**src/rtl/prbs_pkg.sv**
```systemverilog
// rtl/prbs_pkg.sv - shared state encoding and default constants for the PRBS checker
package prbs_pkg;

  typedef enum logic [1:0] {
    FILL   = 2'd0,
    HUNT   = 2'd1,
    LOCKED = 2'd2
  } prbs_state_e;

  localparam logic [6:0] PRBS7_POLY = 7'h60;
  localparam logic [3:0] PRBS4_POLY = 4'h9;

  localparam int DEF_LOCK_CNT    = 16;
  localparam int DEF_WINDOW      = 64;
  localparam int DEF_LOSS_THRESH = 8;

endpackage

```
**src/rtl/prbs_lfsr_core.sv**
```systemverilog
// rtl/prbs_lfsr_core.sv - Fibonacci LFSR register with tap prediction and selectable load bit
module prbs_lfsr_core
  import prbs_pkg::*;
#(
  parameter int               WIDTH = 7,
  parameter logic [WIDTH-1:0] POLY  = PRBS7_POLY
) (
  input  logic clk,
  input  logic rst_n,
  input  logic i_en,
  input  logic i_d,
  output logic o_p
);

  logic [WIDTH-1:0] r_lfsr;

  always_ff @(posedge clk or negedge rst_n) begin
    if (!rst_n) begin
      r_lfsr <= '0;
    end else if (i_en) begin
      r_lfsr <= {r_lfsr[WIDTH-2:0], i_d};
    end
  end

  assign o_p = ^(r_lfsr & POLY);

endmodule

```
**config.mk**
```make
export PLATFORM = sky130hd
export DESIGN_NAME = prbs_lfsr_core
export DESIGN_NICKNAME = d
export VERILOG_FILES = /design/src/rtl/prbs_pkg.sv /design/src/rtl/prbs_lfsr_core.sv
export SDC_FILE = /design/constraint.sdc
export NUM_CORES = 1
export LEC_CHECK = 0
export BUFFER_PORTS_ARGS = -buffer_cell sky130_fd_sc_hd__buf_2
export CAP_MARGIN = 10
export CORE_AREA = 5 5 42 44
export CTS_CLUSTER_DIAMETER = 100
export DETAILED_ROUTE_END_ITERATION = 7
export DIE_AREA = 0 0 47 49
export SLEW_MARGIN = 5
export SYNTH_ARGS = -nofsm -noshare
export SYNTH_HDL_FRONTEND = slang
export SYNTH_SLANG_ARGS = --single-unit
```
**constraint.sdc**
```tcl
create_clock -name clk -period 1.4 [get_ports clk]
set_clock_uncertainty 0.05 [all_clocks]
set_input_delay 0.35 -clock clk [delete_from_list [all_inputs] [get_ports clk]]
set_output_delay 0.35 -clock clk [all_outputs]
set_load 0.05 [all_outputs]
```
==> results.cfg <==
[power]
switchingPower_uw = 226
ir_drop_v = 0.000684
combPwrFrac_pct = 36.8
p_per_area_mw_per_mm2 = 1870
finalPower_uw = 737
intPower_uw = 510
seqPwrFrac_pct = 39.2
pwr-share-clk_pct = 24.0
p_leak_uw = 0.000193
swShare_pct = 30.7

[critical_path]
worstSetupPathType = register to output pin
crit_family = flip-flops
critPathArrivalTime_ns = 0.99
rr_endpoint = r_lfsr[5]
path_max_fanout = 2
critPathCaptureType = output pin
regToRegSetupSlack_ns = 0.44
path_cells = xor2_2 -> buf_6
crit_slowest_cell = dfrtp_1
startpoint_type = register
reg2regPathDepth = 2
slowest_delay_ns = 0.40
critical_path_buf_inv_count = 1
cp-startpoint = r_lfsr[6]
crit_required_ns = 1.00
r2r_start = r_lfsr[5]

[route]
dr.pass1.iters = 1
drc_errors = 0
drtIter0Drc = 0
wl_met3_um = 56
drt_wl_total_um = 423
vias = 159
antenna_left = 0
m1WireLength_um = 178
top_layer_used = met3
wl_per_cell_um = 10.1
wl_met2_um = 188
via_per_inst = 3.79

[floorplanning]
ios = 5
die_width_um = 47
dieArea_mm2 = 0.00230
initial_core_util_pct = 21.4
core_mm2 = 0.00140
rows = 14
die_y_um = 49

[logic_synthesis]
ys_seq_elements = 7
synth_edf_count = 0
synthTopCellsByArea = dfrtp_1 (58%), mux2_4 (35%), buf_6 (3.8%)
synth_top_area_share_pct = 58.3
async_flop_share_pct = 100
synth_common_cells = dfrtp_1 (7), mux2_4 (7), buf_6 (1), xor2_1 (1)
synth_ff_type = dfrtp_1
syn-cell-area_um2 = 300
ys.warnings.count = 0
ys_seq_area_share_pct = 58.3
yosys.area.top_type = dfrtp_1
syn_inst = 16
syn_area_per_cell_um2 = 18.8
synthesis.nets = 20
yosysUniqueCellTypes = 4

[global_route]
grt_usage_pct = 5.18
antenna_found_initial = 0
grt_max_degree = 8
grt_pass1_wl_um = 772
overflow = 0
grt_pass1_vias = 196

[final_layout]
diodes = 0
largest_register_ff_count = 7
stdcell_area_um2 = 394
reg_top3 = r_lfsr (7)
final_nets = 31
finalNonFillerCells = 42
area_growth_pct = 31.3
largest_register = r_lfsr
nFillCells = 147
finalCoreUtilization_pct = 28.1
layout-drive-gt1-share_pct = 65.4

[clock_network]
clk-insertion-delay-late_ns = 0.24
cts-root-buf = clkbuf_4
cts_tree = yes
clock-sinks = 7
htreeDepth = 1
clockBufferDepth = 2
cts_buffers = 3
clk_pin_slew_ns = 0.05

[sta]
drv_slew = 0
grt_setup_unrepaired = true
worst_slew_pin_slew_ns = 0.217
hold_viol = 0
fin_crit_sh_pct = 99.2
setup_viol = 0
slew_headroom_pct = 85.5
min_period_ns = 1.39
fmax_ghz = 0.720

[worst_hold_path]
hp-class = input port to register
whs_endpoint = r_lfsr[0]
min_from = i_d
whs_path_depth = 2

[placed_design]
portBuffers = 4
placed_area_um2 = 337
placed_cells = 35
place_congestion = 0.713

[job]
drv_cap = 0

[run_status]
status = finished clean
==> cells in the final DEF (no fill, tap or decap) <==
master         instances
mux2_4                 7
dfrtp_1                7
clkbuf_4               3
buf_2                  3
buf_4                  2
xor2_2                 1
clkbuf_1               1
dlygate4sd3_1          1
buf_6                  1
==> cell type report <==
class / instances / area (um2) / area share (%)
timing repair buffer: 7 / 51.3 / 13.0
clock buffer: 4 / 26.3 / 6.67
tap: 16 / 20.0 / 5.08
sequential: 7 / 175 / 44.4
multi-input combinational: 8 / 121 / 30.8
==> cell families after synthesis <==
| group | share of synthesized area [%] |
|---|---|
| multiplexers | 35.0 |
| buffers and inverters | 3.75 |
| flip-flops | 58.3 |
| XOR/XNOR | 2.92 |
==> worst max path at each step <==
stage                      to  slack (ns)  cells past startpoint
after global routing      o_p       -0.05                      2
after detailed placement  o_p        0.20                      2
after floorplan           o_p         0.1                      1
final                     o_p        0.01                      2
after CTS                 o_p       -0.01                      2
after global placement    o_p        0.20                      2
==> power by group through the flow <==
stage | clock network (uW) | logic (uW) | registers (uW)
floorplan | 0 | 179 | 287
global placement | 0 | 205 | 292
detailed placement | 0 | 208 | 296
CTS | 191 | 260 | 290
global route | 211 | 287 | 294
finish | 177 | 271 | 289
==> routing by layer <==
| metal | track usage [%] | up-vias |
|---|---|---|
| met5 | 0 | - |
| met4 | 2.76 | 0 |
| met3 | 6.64 | 0 |
| met2 | 5.88 | 9 |
| met1 | 5.19 | 77 |
| li1 | - | 73 |
==> stage by stage <==
step	hold WS, ns	setup slack, ns	TNS (ns)
2_1_floorplan	0.00441	0.0972	0
3_3_place_gp	0.129	0.204	0
3_5_place_dp	0.139	0.195	0
4_1_cts	0.281	-0.0117	-0.0117
5_1_grt	0.271	-0.0461	-0.0461
6_report	0.294	0.0115	0
==> repair_timing <==
action                                  in CTS  in global routing
buffers inserted                             1                  1
hold buffers                                 1                  0
cloned                                       0                  0
pin swaps                                    1                  1
gates resized for setup                      2                  0
endpoints found under the hold margin        7                  0
endpoints found under the setup margin       1                  1
(Power assumes the default switching activity.)
